**src/rtl/bcd_down_timer.sv**
```systemverilog
// ---------------------------------------------------------------------------
// bcd_down_timer
// Cascaded packed-BCD countdown timer. A preset is loaded while stopped. The
// count then runs down by one per tick strobe while in RUN. On the transition
// from 1 to 0 the timer drops back to IDLE and pulses done for one cycle.
//
// Ports
//   clk      in   system clock, all state changes on the rising edge
//   rst      in   synchronous active-low reset
//   load     in   load request (honoured in IDLE/HOLD only)
//   load_val in   preset, packed BCD, digit 0 in [3:0]; digits > 9 clamp to 9
//   start    in   start/resume request (ignored when the count is zero)
//   pause    in   pause request (RUN -> HOLD, also blocks start)
//   tick     in   count strobe, one decrement per high cycle in RUN
//   bcd_out  out  current count, packed BCD (registered)
//   running  out  high while in RUN (registered)
//   zero     out  high when bcd_out is all zero digits
//   done     out  one-cycle pulse after the count reaches zero from RUN
// ---------------------------------------------------------------------------
module bcd_down_timer #(
  parameter int DIGITS = 4
) (
  input  logic                  clk,
  input  logic                  rst,
  input  logic                  load,
  input  logic [4*DIGITS-1:0]   load_val,
  input  logic                  start,
  input  logic                  pause,
  input  logic                  tick,
  output logic [4*DIGITS-1:0]   bcd_out,
  output logic                  running,
  output logic                  zero,
  output logic                  done
);

  localparam int W = 4 * DIGITS;
  localparam logic [W-1:0] CNT_ZERO = {W{1'b0}};
  localparam logic [W-1:0] CNT_ONE  = {{(W-1){1'b0}}, 1'b1};

  typedef enum logic [1:0] {
    IDLE = 2'd0,
    RUN  = 2'd1,
    HOLD = 2'd2
  } state_t;

  state_t         state_q, state_d;
  logic [W-1:0]   count_q, count_d;
  logic           running_q, running_d;
  logic           done_q, done_d;

  // Saturate every digit above 9 to 9, each digit on its own.
  function automatic logic [W-1:0] bcd_clamp(input logic [W-1:0] v);
    logic [W-1:0] r;
    r = v;
    for (int i = 0; i < DIGITS; i++) begin
      if (v[4*i +: 4] > 4'd9) begin
        r[4*i +: 4] = 4'd9;
      end else begin
        r[4*i +: 4] = v[4*i +: 4];
      end
    end
    return r;
  endfunction

  // Subtract one in BCD. A zero digit becomes 9 and passes the borrow upward,
  // so the borrow ripples through every digit in a single cycle.
  function automatic logic [W-1:0] bcd_dec(input logic [W-1:0] v);
    logic [W-1:0] r;
    logic         borrow;
    r      = v;
    borrow = 1'b1;
    for (int i = 0; i < DIGITS; i++) begin
      if (borrow) begin
        if (v[4*i +: 4] == 4'd0) begin
          r[4*i +: 4] = 4'd9;
        end else begin
          r[4*i +: 4] = v[4*i +: 4] - 4'd1;
          borrow      = 1'b0;
        end
      end else begin
        r[4*i +: 4] = v[4*i +: 4];
      end
    end
    return r;
  endfunction

  // Next-state, next-count and done decode. Priority: load > pause > start > tick.
  always_comb begin
    state_d = state_q;
    count_d = count_q;
    done_d  = 1'b0;
    case (state_q)
      IDLE, HOLD: begin
        if (load) begin
          count_d = bcd_clamp(load_val);
        end else if (pause) begin
          // Pause while stopped only blocks a same-cycle start.
          state_d = state_q;
        end else if (start && (count_q != CNT_ZERO)) begin
          state_d = RUN;
        end else begin
          state_d = state_q;
        end
      end
      RUN: begin
        // load is ignored entirely while running.
        if (pause) begin
          state_d = HOLD;
        end else if (tick) begin
          if (count_q == CNT_ONE) begin
            count_d = CNT_ZERO;
            state_d = IDLE;
            done_d  = 1'b1;
          end else begin
            count_d = bcd_dec(count_q);
          end
        end else begin
          state_d = RUN;
        end
      end
      default: begin
        state_d = IDLE;
        count_d = CNT_ZERO;
      end
    endcase
    running_d = (state_d == RUN);
  end

  // State and output registers with synchronous active-low reset.
  always_ff @(posedge clk) begin
    if (!rst) begin
      state_q   <= IDLE;
      count_q   <= CNT_ZERO;
      running_q <= 1'b0;
      done_q    <= 1'b0;
    end else begin
      state_q   <= state_d;
      count_q   <= count_d;
      running_q <= running_d;
      done_q    <= done_d;
    end
  end

  assign bcd_out = count_q;
  assign running = running_q;
  assign done    = done_q;
  assign zero    = (count_q == CNT_ZERO);

endmodule

```
**config.mk**
```make
export PLATFORM = sky130hd
export DESIGN_NAME = bcd_down_timer
export DESIGN_NICKNAME = d
export VERILOG_FILES = /design/src/rtl/bcd_down_timer.sv
export SDC_FILE = /design/constraint.sdc
export NUM_CORES = 1
export LEC_CHECK = 0
export ABC_AREA = 1
export BUFFER_PORTS_ARGS = -buffer_cell sky130_fd_sc_hd__buf_2
export CAP_MARGIN = 15
export CORE_MARGIN = 2
export CORE_UTILIZATION = 34
export DETAILED_ROUTE_END_ITERATION = 8
export PLACE_DENSITY_LB_ADDON = 0.12
export SKIP_LAST_GASP = 1
export SLEW_MARGIN = 20
export SYNTH_ARGS = -nofsm -noshare
export SYNTH_HDL_FRONTEND = slang
export SYNTH_SLANG_ARGS = --single-unit
```
**constraint.sdc**
```tcl
create_clock -name clk -period 2.81 [get_ports clk]
set_input_delay 0.562 -clock clk [delete_from_list [all_inputs] [get_ports clk]]
set_output_delay 0.562 -clock clk [all_outputs]
set_load 0.02 [all_outputs]
```
=== After elaboration in Yosys (flattened, before gate mapping) ===
Index checks and enable logic that the tools add are counted.

* Register bits after elaboration: 20
* Output and inout bits: 19
* Word-level logic and storage cells: 83

* Add/sub/neg operators: 4
* Order comparisons: 4
* Eq/ne operators: 10
* Mux-type cells: 41
* Bitwise gates (word level): 3
* Reductions and logical operators: 14

{| class="wikitable"
|+ Operators with widths
! cell !! count
|-
| 2-to-1 mux 16 bit || 4
|-
| 2-to-1 mux 4 bit || 11
|-
| case mux 16 bit (2 select lines) || 1
|-
| 2-to-1 mux 1 bit || 18
|-
| == test 16 x 1 -> 1 bit, second input constant || 1
|-
| greater-than comparator 4 bit, second input constant || 4
|-
| logical NOT 16 bit || 1
|-
| logical NOT 4 bit || 4
|-
| nonzero test 16 bit || 1
|-
| subtractor 4 x 1 -> 4 bit, second input constant || 4
|-
| 2-to-1 mux 2 bit || 6
|-
| AND reduction 4 bit || 3
|-
| inequality test 3 bit, second input constant || 3
|-
| inequality test 2 bit, second input constant || 3
|-
| == test 2 x 1 -> 1 bit, second input constant || 2
|-
| case mux 2 bit (2 select lines) || 1
|-
| OR reduction 4 bit || 1
|-
| NOT 1 bit || 3
|-
| AND reduction 3 bit || 1
|-
| == test 2 bit, second input constant || 1
|-
| logical NOT 2 bit || 1
|-
| OR reduction 2 bit || 1
|-
| logical AND 1 bit || 1
|}

=== Longest topological paths before layout ===
* Word-level depth: 21
* Depth in mapped cells: 11

=== Worst setup path before layout ===
No wires, ideal clock.

* Path kind: flip-flop to output port
* From: reg count_q[4], in the netlist bcd_out[4]
* To: out zero
* Arrival: 1.260 ns
* Required time: 2.248 ns
* Path slack: 0.988 ns
* Cell stages (with the launch flop): 7
* Buffers on the path: 0
* Cell sequence: dfxtp_1 inv_1 ha_1 nand2_1 nor2_1 nand3_1 nor2_1

* Longest elaborated chain between the ends: 1

{| class="wikitable"
|+ Ends and longest elaborated chain
! item !! line !! text
|-
| start, declared || 47 || <nowiki>logic [W-1:0] count_q, count_d;</nowiki>
|-
| start signal, assigned || 138 || <nowiki>count_q <= count_d;</nowiki>
|-
| logical NOT 16 bit || 147 || <nowiki>assign zero = (count_q == CNT_ZERO);</nowiki>
|-
| end, declared || 32 || <nowiki>output logic zero,</nowiki>
|}

No other way between the ends.

=== Worst setup path in the final report ===
* From: reg count_q[8], in the netlist bcd_out[8]
* To: out zero

The elaborated chain is that of the path after synthesis.

==> qor.yml <==
timing:
  drv_slew: 0
  min_period_ps: 2090
  setup_slack_ps: 715
  hold_viol: 0
  rsz0062_at_grt: "false"
  slew_headroom: 0.738
  fin_skew_ps: 10.1
  fin_tns_setup_ps: 0
  worst_pin_slew_ps: 392
  timing.fmax_mhz: 477
  finalSetupViolations: 0
  finalCritPeriodShare: 0.745
setup_path:
  max_stage_delay_ps: 330
  critical_path_class: "register to output port"
  cpMostUsedCell: "nor2_1"
  r2r_slack_ps: 1050
  cp_data_required_time_ps: 2250
  crit_arrival_ps: 1530
  rr_endpoint: "bcd_out[4]"
  worstRegToRegCells: 9
  r2r_start: "state_q[0]"
  path_cells: "inv_1, ha_1, nand2_1, nor2_1, nand3_1, nor2_1, buf_2"
  start_kind: "register"
  crit_slowest_cell: "dfxtp_1"
  worstSetupEndpointType: "output port"
  cp_max_fo: 4
clock_network:
  cts.sinks: 20
  holdBufCountCts: 0
  clk_path_buf_depth: 2
  cts_tree: "done"
  path_clk_slew_ps: 80
  htreeDepth: 1
  cts-root-buf: "clkbuf_8"
  post_cts_buffers: 0
  post_cts_resized: 0
  worstSkewPairLatency_ps: 270
  cts_buffers: 3
grt:
  grt_pass1_wl_um: 6610
  gr-total-overflow: 0
  antenna_found_initial: 0
  grt_max_degree: 21
  grt_usage: 0.167
  grt_pass1_vias: 1474
route:
  vias: 1563
  drc: 0
  drt-initial-drc-count: 109
  dr.pass1.iters: 4
  drt-total-wl_um: 3890
  avgViaCountPerCell: 4.78
  drtAntennaViolNets: 0
  detail_route.wl_per_cell_um: 11.9
synthesis:
  syn_nets: 267
  synth_seq_area_share: 0.268
  avgSynthCellArea_um2: 6.29
  synth_area_um2: 1500
  ys_top_cells_by_area: "dfxtp_1 27%, nand2_1 14%, nand3_1 10%, nor2_1 10%, ha_1 5.9%"
  synth_cells: 238
  synth_warnings: 0
  netlist.area_leader.share: 0.268
  yosys.area.top_type: "dfxtp_1"
  ys_types: 28
  synth-seq-cells: 20
pwr:
  leakage_uw: 0.000879
  clock_power_share: 0.250
  design_power_total_uw: 795
  p_switching_uw: 298
  p_int_uw: 497
  powerDensity_nw_per_um2: 455
  ir_drop_uv: 139
  pwr-share-seq: 0.405
  p_sw_frac: 0.375
  pwr-share-comb: 0.344
placement:
  gp_congestion: 0.816
  portBuffers: 40
  dp_hpwl_um: 3000
  pre_cts_slack_ps: 1010
die:
  core-area_um2: 4290
  dieHeight_um: 70.3
  num_rows: 24
  initial_core_util: 0.348
  die_area_um2: 4950
  dieWidth_um: 70.3
  ios: 41
final_layout:
  diodes: 0
  syn_to_final_growth_pct: 16.9
  multi_input_area_um2: 935
  drive_gt1_frac: 0.225
  num-fill-cells: 486
  seqCellArea_um2: 400
  fin_nets: 306
hold_path:
  whs_path_depth: 2
  holdCritStartpoint: "bcd_out[9]"
  worstHoldEndpoint: "bcd_out[9]"
  hold_class: "register to register"
run:
  maxCapViolCount: 0
status:
  status: "complete, no violations"
kinds of logic (layout without fill, tap and decap cells):
family                   count (synthesis)  count (layout)  share of synthesized area
flip-flops                              20              20                      0.268
AO/OA/AOI/OAI                           35              35                      0.129
adder cells (fa/ha/maj)                  7               7                     0.0585
AND/OR/NAND/NOR                        141             141                      0.431
XOR/XNOR                                 1               1                    0.00585
buffers and inverters                   34              71                      0.108
power by group through the flow:
stage	combinational [uW]	clock [uW]	sequential [uW]
6_report	274	199	322
5_1_grt	311	219	326
4_1_cts	277	206	323
3_5_place_dp	276	0	329
3_3_place_gp	277	0	329
2_1_floorplan	184	0	350
worst max path at each step:
stage,start,to,slack (ps)
finish,bcd_out[8],zero,720
global route,bcd_out[8],zero,490
CTS,bcd_out[8],zero,710
detailed placement,bcd_out[8],zero,1010
global placement,bcd_out[4],zero,1030
floorplan,bcd_out[4],zero,990
synth_stat cells, drive strengths merged:
cell	number
o21ai	11
a22oi	2
dfxtp	20
inv	28
nor2	43
clkbuf	1
or2	1
a31oi	1
o211ai	1
o22ai	2
o31ai	1
buf	5
xnor2	1
a21oi	17
nand3	34
nand2	62
nor3	1
ha	7
sequential cells by signal (all words and copies together) (netlist names):
name / flops
running: 1
state_q: 2
done: 1
bcd_out: 16
layer usage:
layer / routed length [um] / vias to the layer above / GRT usage / share of wire
met2: 1680 / 37 / 0.264 / 0.43
li1: - / 843 / - / -
met4: 70 / 0 / 0.0577 / 0.018
met3: 170 / 7 / 0.0274 / 0.044
met5: 0 / - / 0 / 0
met1: 1970 / 676 / 0.227 / 0.51
worst max-delay path, delay by kind of cell (launching register included):
kind | cells | cell delay (ps)
and+or+nand+nor | 4 | 460
DFF | 1 | 330
buffers and inverters | 2 | 290
adders and majority gates | 1 | 180
area by class of cell:
type | instances | share of cell area
Timing Repair Buffer | 40 | 0.114
Clock buffer | 3 | 0.0236
Inverter | 28 | 0.0615
Sequential cell | 20 | 0.229
Multi-Input combinational cell | 184 | 0.534
Tap cell | 52 | 0.0372
stage by stage:
step	cell area, um^2	cells	hold slack [ps]	utilization
after detailed placement	1710	324	463	0.398
final	1750	327	475	0.407
after CTS	1750	327	477	0.407
after floorplan	1500	238	457	-
after global routing	1750	327	521	0.407
after global placement	1710	324	463	0.398
cells in the final DEF (no fill, tap or decap), types with 2 or more instances in the layout:
master and instances:
nand3_1 30, nand2_1 57, a21oi_1 17, o21ai_0 10, inv_1 23, ha_1 7, clkbuf_8 3, buf_2 40
inv_2 4, a22oi_1 2, nor2_1 40, dfxtp_1 20, o22ai_1 2, nand3_4 2, nand3_2 2, nor2_4 2
nand2_2 4
Power figures use the tool's default switching activity.
